[config.mk]
export PLATFORM = sky130hd
export DESIGN_NAME = parking_lane_arbiter
export DESIGN_NICKNAME = d
export VERILOG_FILES = /design/src/rtl/parking_lane_arbiter.sv
export SDC_FILE = /design/constraint.sdc
export NUM_CORES = 1
export LEC_CHECK = 0
export ABC_CLOCK_PERIOD_IN_PS = 3100
export BUFFER_PORTS_ARGS = -buffer_cell sky130_fd_sc_hd__buf_2
export CAP_MARGIN = 25
export CORE_UTILIZATION = 40
export DETAILED_ROUTE_END_ITERATION = 12
export GPL_TIMING_DRIVEN = 0
export PLACE_DENSITY = 0.63
export SLEW_MARGIN = 20
export SYNTH_ARGS = -nofsm -noshare
export SYNTH_HDL_FRONTEND = slang
export SYNTH_SLANG_ARGS = --single-unit
[constraint.sdc]
create_clock -name clk -period 3.1 [get_ports clk]
set_input_delay 0.62 -clock clk [delete_from_list [all_inputs] [get_ports clk]]
set_output_delay 0.62 -clock clk [all_outputs]
set_load 0.02 [all_outputs]
[src/rtl/parking_lane_arbiter.sv]
// Two-lane entry arbiter in front of a shared gate/PIN controller, with lot occupancy tracking.
// Define LANE_FIXED_PRIORITY_EN to make lane 0 win every tie instead of round-robin.
module parking_lane_arbiter #(
  parameter int unsigned CAPACITY = 8,
  parameter int unsigned CNT_W    = 4,
  parameter int unsigned TIMEOUT  = 16
) (
  input  logic             clk,
  input  logic             reset,
  input  logic             req0,
  input  logic             req1,
  input  logic             done,
  input  logic             abort,
  input  logic             exitEvent,
  output logic [1:0]       grant,
  output logic             busy,
  output logic             full,
  output logic [CNT_W-1:0] count,
  output logic             timeoutAlarm
);

  localparam int unsigned TmrW = $clog2(TIMEOUT);

  typedef enum logic [1:0] {StIdle, StServe, StRelease} state_e;

  state_e           state_q, state_d;
  logic [1:0]       grant_q, grant_d;
  logic             busy_q, busy_d;
  logic             full_q, full_d;
  logic [CNT_W-1:0] count_q, count_d;
  logic             alarm_q, alarm_d;
  logic             last_q, last_d;  // 1 when lane 1 was the most recently served lane
  logic [TmrW-1:0]  timer_q, timer_d;
  logic [1:0]       pick;
  logic             car_in;
  logic             at_cap;
  logic             at_zero;

  always_comb begin
    pick = {req1, req0};
    if (req0 && req1) begin
`ifdef LANE_FIXED_PRIORITY_EN
      pick = 2'b01;
`else
      pick = last_q ? 2'b01 : 2'b10;
`endif
    end
  end

  always_comb begin
    state_d = state_q;
    grant_d = grant_q;
    busy_d  = busy_q;
    timer_d = timer_q;
    last_d  = last_q;
    alarm_d = 1'b0;
    unique case (state_q)
      StIdle: begin
        if (!full_q && (req0 || req1)) begin
          state_d = StServe;
          grant_d = pick;
          busy_d  = 1'b1;
          timer_d = '0;
        end
      end
      StServe: begin
        timer_d = timer_q + 1'b1;
        if (done || abort || (timer_q == TmrW'(TIMEOUT - 1))) begin
          state_d = StRelease;
          grant_d = 2'b00;
          busy_d  = 1'b0;
          last_d  = grant_q[1];
          // A done/abort racing the timeout wins; only a bare expiry raises the alarm.
          alarm_d = !done && !abort;
        end
      end
      StRelease: begin
        state_d = StIdle;
      end
      default: begin
        state_d = StIdle;
        grant_d = 2'b00;
        busy_d  = 1'b0;
      end
    endcase
  end

  assign car_in  = (state_q == StServe) && done;
  assign at_cap  = (count_q == CNT_W'(CAPACITY));
  assign at_zero = (count_q == '0);

  always_comb begin
    count_d = count_q;
    if (car_in && exitEvent) begin
      count_d = count_q;
    end else if (car_in && !at_cap) begin
      count_d = count_q + 1'b1;
    end else if (exitEvent && !at_zero) begin
      count_d = count_q - 1'b1;
    end
    full_d = (count_d == CNT_W'(CAPACITY));
  end

  always_ff @(posedge clk) begin
    if (reset) begin
      state_q <= StIdle;
      grant_q <= 2'b00;
      busy_q  <= 1'b0;
      full_q  <= 1'b0;
      count_q <= '0;
      alarm_q <= 1'b0;
      last_q  <= 1'b1;
      timer_q <= '0;
    end else begin
      state_q <= state_d;
      grant_q <= grant_d;
      busy_q  <= busy_d;
      full_q  <= full_d;
      count_q <= count_d;
      alarm_q <= alarm_d;
      last_q  <= last_d;
      timer_q <= timer_d;
    end
  end

  assign grant        = grant_q;
  assign busy         = busy_q;
  assign full         = full_q;
  assign count        = count_q;
  assign timeoutAlarm = alarm_q;

endmodule

* Yosys cells after proc, flatten, opt, wreduce, memory -nomap -nowiden
Cells that the tools add are included.
** Operators by class
- Multiplexer cells :: 16
- Bitwise logic cells :: 3
- Reduce and logical (&&, ||, !) cells :: 23
- Add/sub/neg operators :: 3
- Equal/unequal tests :: 7
** Operators with widths (count)
- 4-bit 2-to-1 mux :: 4
- 4-bit == test (second input constant) :: 3
- 2-bit 2-to-1 mux :: 6
- 4-bit by 1-bit adder with 4-bit output (second input constant) :: 2
- 4-bit case mux with 2 select lines :: 1
- 1-bit logical AND :: 7
- 2-bit case mux with 3 select lines :: 1
- 2-bit AND reduction :: 3
- 1-bit logical NOT :: 5
- 4-bit logical NOT :: 1
- 2-bit inequality test (second input constant) :: 2
- 2-bit case mux with 2 select lines :: 1
- 4-bit by 1-bit subtractor with 4-bit output (second input constant) :: 1
- 1-bit logical OR :: 3
- 1-bit inverter :: 3
- 1-bit case mux with 3 select lines :: 1
- 3-bit AND reduction :: 1
- 3-bit OR reduction :: 1
- 2-bit by 1-bit == test with 1-bit output (second input constant) :: 1
- 2-bit == test (second input constant) :: 1
- 2-bit logical NOT :: 1
- 1-bit 2-to-1 mux :: 2
- 2-bit nonzero test :: 1
** Storage, ports and cells
- Logic and storage cells :: 60
- Input bits :: 7
- Register bits after elaboration :: 16
- Output and inout bits :: 9

* Logic depth before layout (Yosys ltp)
Gate-level depths: netlist of run 1.
- Depth after elaboration :: 7
- Gate-level depth with buffers :: 7
- Mapped depth without buffers :: 7

* Least setup slack after synthesis of run 1
No wires, ideal clock.
- Path kind :: input-to-reg
- From :: input exitEvent
- To :: register full_q, in the netlist full
- Path buffers :: 0
- Arrival time :: 1958 ps
- Setup slack :: 1025 ps
- Data required time :: 2984 ps
- Stages on the path :: 5
- Path through :: or4b_1 > a211o_1 > a22oi_2 > mux2_4 > and4_1
** Between the ends
- Longest elaborated chain between the ends :: 5
- Elaborated cells between the ends (all ways) :: 6
- Those cells by class :: 1 x eq/ne; 3 x mux; 2 x reduce/logical
** RTL lines
- start: declaration :: RTL line 14 : input logic exitEvent,
- 1-bit logical AND :: RTL line 98 : end else if (exitEvent && !at_zero) begin
- 4-bit 2-to-1 mux :: RTL line 98
- 4-bit 2-to-1 mux :: RTL line 96 : end else if (car_in && !at_cap) begin
- 4-bit 2-to-1 mux (*) :: RTL line 94 : if (car_in && exitEvent) begin
- 4-bit == test (*) :: RTL line 101 : full_d = (count_d == CNT_W'(CAPACITY));
- end signal: assignment :: RTL line 118 : full_q <= full_d;
- end: declaration :: RTL line 29 : logic full_q, full_d;
Every way passes the cells marked *; elsewhere a longest branch is shown, timed or not.
A chain may end at the register's enable or synchronous reset.

* Worst setup path after layout of run 1
- From :: register count_q[1], in the netlist count[1]
- To :: register full_q, in the netlist full
** Between the ends
- Longest elaborated chain between the ends :: 7
- Elaborated cells between the ends (all ways) :: 12
- Those cells by class :: 2 x add/sub; 2 x eq/ne; 3 x mux; 5 x reduce/logical
** RTL lines
- start: declaration :: RTL line 30 : logic [CNT_W-1:0] count_q, count_d;
- start signal: assignment :: RTL line 119 : count_q <= count_d;
- parallel branches: the longest is 5 deep, another holds 4-bit by 1-bit subtractor with 4-bit output
- 4-bit 2-to-1 mux (*) :: RTL line 94
- 4-bit == test (*) :: RTL line 101
Mark *: on every way between the ends.

==> results of run 1 <==
synthesized netlist by cell type:
cell type	n	area share (%)
a22oi_2	1	1.5
o22a_1	1	1.0
a22oi_1	2	1.8
and4_1	1	1.0
nand2_1	6	2.6
dfxtp_1	16	38
inv_1	4	1.8
ha_1	3	4.4
a22o_1	1	1.0
a21oi_1	6	3.5
a221oi_1	1	1.0
nand4_1	1	0.73
a32oi_1	2	2.1
buf_1	1	0.44
nand3b_1	3	2.6
nor2_1	18	7.9
a311oi_1	2	2.1
o21a_1	1	0.88
xnor2_1	1	1.0
o21ai_0	2	1.2
a41oi_1	1	1.0
o21bai_1	1	0.88
or4b_1	1	1.2
nand2b_1	4	2.9
mux2_4	1	1.8
a211oi_1	2	1.8
a211o_1	2	2.1
nor2b_1	3	2.2
a2bb2oi_1	1	1.0
o221a_2	1	1.3
o22ai_1	1	0.73
clkbuf_1	4	1.8
nand3_1	2	1.2
and2b_1	1	0.88
and3b_1	1	1.0
a31oi_1	1	0.73
nor4_1	2	1.5
cell usage in the layout (no fill, tap or decap), drive strengths merged, types with 2 or more instances in the layout:
master | Yosys | routed
a311oi | 2 | 2
a211oi | 2 | 2
buf | 1 | 15
nand3 | 2 | 2
a21oi | 6 | 6
a211o | 2 | 2
o21ai | 2 | 2
inv | 4 | 4
a32oi | 2 | 2
nand3b | 3 | 3
nor2 | 18 | 18
nand2b | 4 | 4
ha | 3 | 3
a22oi | 3 | 3
nor2b | 3 | 3
clkbuf | 4 | 8
nand2 | 6 | 6
dfxtp | 16 | 16
nor4 | 2 | 2
final cells by class:
cell class                 instances  area [um2]  share of cell area [%]
multi-input combinational         77         499                    50.3
sequential                        16         320                    32.2
timing repair buffer              14        70.1                    7.05
clock buffer                       4        36.3                    3.65
tap                               27        33.8                    3.40
buffer                             5        18.8                    1.89
inverter                           4        15.0                    1.51
registers in the layout, summed over array words and instances, names as in the netlist:
signal / flops
busy: 1
count: 4
full: 1
grant: 2
last_q: 1
state_q: 2
timeoutAlarm: 1
timer_q: 4
worst max path at each step:
| stage | endpoint | cells after the start | slack [ps] |
|---|---|---|---|
| after global placement | full$_SDFF_PP0_ | 6 | 900 |
| after floorplan | full$_SDFF_PP0_ | 5 | 1030 |
| after detailed placement | full$_SDFF_PP0_ | 6 | 880 |
| after CTS | full$_SDFF_PP0_ | 7 | 1060 |
| final | full$_SDFF_PP0_ | 7 | 1060 |
| after global routing | full$_SDFF_PP0_ | 7 | 900 |
per-stage QoR:
stage | hold slack (ps) | power (W) | setup slack, ps | utilization [%] | area [um2]
2_1_floorplan | 449 | 0.000594 | 1030 | - | 853
3_3_place_gp | 472 | 0.000680 | 900 | 48.3 | 957
3_5_place_dp | 470 | 0.000688 | 881 | 48.3 | 957
4_1_cts | 494 | 0.000828 | 1060 | 50.1 | 993
5_1_grt | 492 | 0.000894 | 899 | 50.1 | 993
6_report | 495 | 0.000828 | 1060 | 50.1 | 993
per-layer routing:
metal	GRT usage (%)	wire, um
met5	0	0
met1	25.4	918
met4	3.33	0
met2	28.0	840
met3	7.04	100
critical path: stages (launching register included):
cell and delay [ps]:
dfxtp_1 480, inv_1 140, ha_1 260, nor2b_1 150, a211o_1 240, a22oi_2 160
mux2_4 320, and4_1 200
report_power, final:
group          leakage (nW)  internal (W)  total [W]  switching (W)
Sequential            0.131      0.000250   0.000309      0.0000584
Clock                0.0210     0.0000715   0.000137      0.0000658
Combinational         0.255      0.000162   0.000382       0.000220
Total                 0.407      0.000484   0.000828       0.000344
logic make-up (layout without fill, tap and decap cells):
group                      after synthesis  count (layout)  synth area share (%)
and+or+nand+nor                         43              43                  25.8
muxes                                    1               1                  1.76
DFF                                     16              16                  37.5
AOI/OAI and AO/OA                       29              29                  25.5
adders and majority gates                3               3                  4.40
xor gates and xnor gates                 1               1                  1.03
buffers and inverters                    9              27                  3.96
==> results.ini, run 1 <==
[route]
wl_um = 1860
wl_per_cell_um = 12.6
final_antenna_net_count = 0
vias_per_cell = 5.60
drc_errors = 0
drt_iter0_markers = 17
first_pass_iters = 4
vias = 823

[yosys]
syn_area_um2 = 853
synth_seq_area_share_pct = 37.5
avgSynthCellArea_um2 = 8.37
synth_fp_nets = 112
ys_warn_count = 0
synth_cell_types = 37
syn-instance-count = 102
synth-seq-cells = 16

[worst_setup_path]
reg2reg_depth = 7
timing.rr.start = count[1]$_SDFF_PP0_
reg2reg_to = full$_SDFF_PP0_
arrival_ps = 2220
crit_start = count[1]$_SDFF_PP0_
regToRegSetupSlack_ps = 1060
crit_fanout = 8
worstSetupPathType = flip-flop to flip-flop
crit_required_ps = 3280
end_kind = flip-flop
cp-start-kind = flip-flop

[floorplanning]
die_height_um = 48.2
die-area_um2 = 2320
ios = 16
core_area_um2 = 1980
initial_core_util_pct = 43.1
rows = 16
die_w_um = 48.2

[sta]
max_freq_ghz = 0.490
maxSlewViolCount = 0
worstMarginPinSlew_ps = 763
fin_skew_ps = 5.02
final.setup.tns_ps = 0
fin_crit_ps = 2040
setup_viol = 0
hold_viol = 0
relSlewSlack_pct = 48.7
period_share_pct = 65.8
rsz0062_at_grt = false

[placed_design]
portBuffers = 14
dp_hpwl_um = 1340
dp.cells = 143
gp_congestion = 0.769

[run]
drv_cap = 0

[cells_and_area]
num-fill-cells = 200
diodes = 0
final_layout_size_suffix_gt1_share_pct = 17.5
stdcell_count = 147
fin_nets = 131
area_delta_synth_final_pct = 16.4

[global_routing]
antenna_found_initial = 0
grt_pass1_wl_um = 3010
track_usage_pct = 18.5
grt_pass1_vias = 711
grt_max_degree = 11
overflow = 0

[cts]
hold_buffers = 0
cts_buffers = 3
cts_max_path_buffers = 2
h-tree-depth = 1
cts_tree = built
clk-insertion-delay-late_ps = 290
ctsRootBufferMaster = clkbuf_4
cts_setup_buffers = 0
clkTransAtPathRegs_ps = 90
numClockSinks = 16
cts-resized-gates = 0

[power]
peakVddDrop_mv = 0.398
power_leakage_nw = 0.407
power_density_nw_per_um2 = 834

[worst_hold_path]
hold_path.class = flip-flop to flip-flop
hold_path_startpoint = last_q$_SDFFE_PP1N_
worstHoldEndpoint = last_q$_SDFFE_PP1N_
hold_depth = 1

[status]
outcome = finished clean

Note: power is estimated with default switching activity, not from simulation.
==> run 2: changes to the inputs <==
Settings changed: ABC_CLOCK_PERIOD_IN_PS 3100 to 1900.
Clock period 3.1 ns to 1.9 ns, I/O delays scaled along.
==> run 2 against run 1 <==
Compared with the run above:
- combinational power up 73%
- via count down 1.2%
- cell count unchanged
- routed wire length down 4.8%
- flip-flop and latch count unchanged
- sequential power up 62%
- clock power up 36%
- non-clock buffer count unchanged
- largest power group unchanged
==> results.ini, run 2 (synthesized netlist as in run 1, its figures left out) <==
[cells_and_area]
fin_nets = 131
final_common_cell = nor2_1
final_layout_size_suffix_gt1_share_pct = 21.7
multi_input_area_um2 = 515
stdcell_count = 147
area_delta_synth_final_pct = 18.6
final_cell_mix = 18 x nor2_1, 14 x buf_2, 13 x dfxtp_1
diodes = 0
regArea_um2 = 329
num-fill-cells = 191

[cts]
ctsRootBufferMaster = clkbuf_4
h-tree-depth = 1
numClockSinks = 16
cts_buffers = 3
clkTransAtPathRegs_ps = 90
cts_tree = built
cts_max_path_buffers = 2
clk-insertion-delay-late_ps = 290

[run]
drv_cap = 0

[sta]
fin_crit_ps = 1890
rsz0062_at_grt = true
fin_skew_ps = 1.43
relSlewSlack_pct = 54.4
final.setup.tns_ps = 0
period_share_pct = 99.5
setup_slack_ps = 8.56
whs_ps = 281
setup_viol = 0
worstMarginPinSlew_ps = 678
max_freq_ghz = 0.529
hold_viol = 0
maxSlewViolCount = 0

[route]
final_antenna_net_count = 0
first_pass_iters = 4
vias = 813
vias_per_cell = 5.53
wl_per_cell_um = 12.0
drt_iter0_markers = 23
drc_errors = 0
wl_um = 1770

[worst_setup_path]
reg2reg_to = full$_SDFF_PP0_
crit_required_ps = 2090
path_buf_inv = 0
cp_slowest_cell = or4b_4
cp-start-kind = flip-flop
cp_slowest_stage_delay_ps = 520
arrival_ps = 2080
end_kind = flip-flop
worst_path_dominant_cell_family = simple AND/OR/NAND/NOR gates
timing.rr.start = count[2]$_SDFF_PP0_
crit_fanout = 2
reg2reg_depth = 5
critical_path.cell_chain = or4b_4 -> a211o_1 -> a22oi_2 -> mux2_4 -> and4_1
regToRegSetupSlack_ps = 9
worstSetupPathType = flip-flop to flip-flop

[placed_design]
portBuffers = 14
dp_hpwl_um = 1340
pre_cts_ws_ps = -56.3
dp.cells = 143
gp_congestion = 0.856

[global_routing]
use_met1_pct = 25.6
track_usage_pct = 17.9
grt_use_met3_pct = 3.33
antenna_found_initial = 0
grt_pass1_vias = 679
grt_max_degree = 11
met2_usage_pct = 25.9
overflow = 0
grt_pass1_wl_um = 2900
top_usage_layer = met2

[worst_hold_path]
hold_path.class = input pin to flip-flop
hold_path_startpoint = abort
worstHoldEndpoint = timeoutAlarm$_SDFF_PP0_
hold_depth = 2

[floorplanning]
die_w_um = 48.2
initial_core_util_pct = 43.1
core_area_um2 = 1980
die_height_um = 48.2
ios = 16
die-area_um2 = 2320
rows = 16

[power]
power_density_nw_per_um2 = 1330
power_leakage_nw = 0.409
peakVddDrop_mv = 0.759

[status]
outcome = finished clean

[run 2: cell types whose count changed in the layout (fill, tap and decap cells not counted)]
cell	delta
buf_4	+1
clkbuf_8	-1
dfxtp_1	-3
dfxtp_2	+1
dfxtp_4	+2
ha_1	-1
ha_4	+1
or4b_1	-1
or4b_4	+1
[run 2: area by class of cell]
class | instances | area share (%)
Tap cell | 27 | 3.34
Clock buffer | 4 | 2.60
Multi-Input combinational cell | 77 | 50.9
Timing Repair Buffer | 15 | 7.66
Sequential cell | 16 | 32.5
Inverter | 4 | 1.48
Buffer | 4 | 1.48
[run 2: through the flow]
step | util, % | total power, W | cell area [um2]
finish | 51.1 | 0.00135 | 1010
global route | 51.1 | 0.00146 | 1010
CTS | 50.6 | 0.00132 | 1000
detailed placement | 48.7 | 0.00113 | 966
global placement | 48.7 | 0.00112 | 966
floorplan | - | 0.000979 | 862
[run 2: what timing repair did]
item,in CTS,in global routing
endpoints found under the hold margin,0,0
setup buffers,1,0
resized for setup,1,2
hold buffers,0,0
setup endpoints to repair,1,1
pin swaps,1,3
[run 2: power by group]
part / internal, W / total [W] / switching [W] / leakage (nW)
combinational: 0.000296 / 0.000662 / 0.000367 / 0.261
sequential: 0.000416 / 0.000502 / 0.0000861 / 0.133
clock: 0.0000816 / 0.000186 / 0.000105 / 0.0150
[run 2: worst max-delay path by stage]
stage,startpoint,end,slack [ps],depth (start not counted)
finish,count[2]$_SDFF_PP0_,full$_SDFF_PP0_,9,5
global route,count[2]$_SDFF_PP0_,full$_SDFF_PP0_,-30,5
CTS,count[2]$_SDFF_PP0_,full$_SDFF_PP0_,20,5
detailed placement,done,full$_SDFF_PP0_,-60,7
global placement,done,full$_SDFF_PP0_,-60,7
floorplan,count[0]$_SDFF_PP0_,full$_SDFF_PP0_,20,7
[run 2: per-layer routing]
metal,up-vias,share of wire [%]
li1,414,-
met1,375,50
met2,19,44
met3,5,4.0
met4,0,2.0
met5,-,0
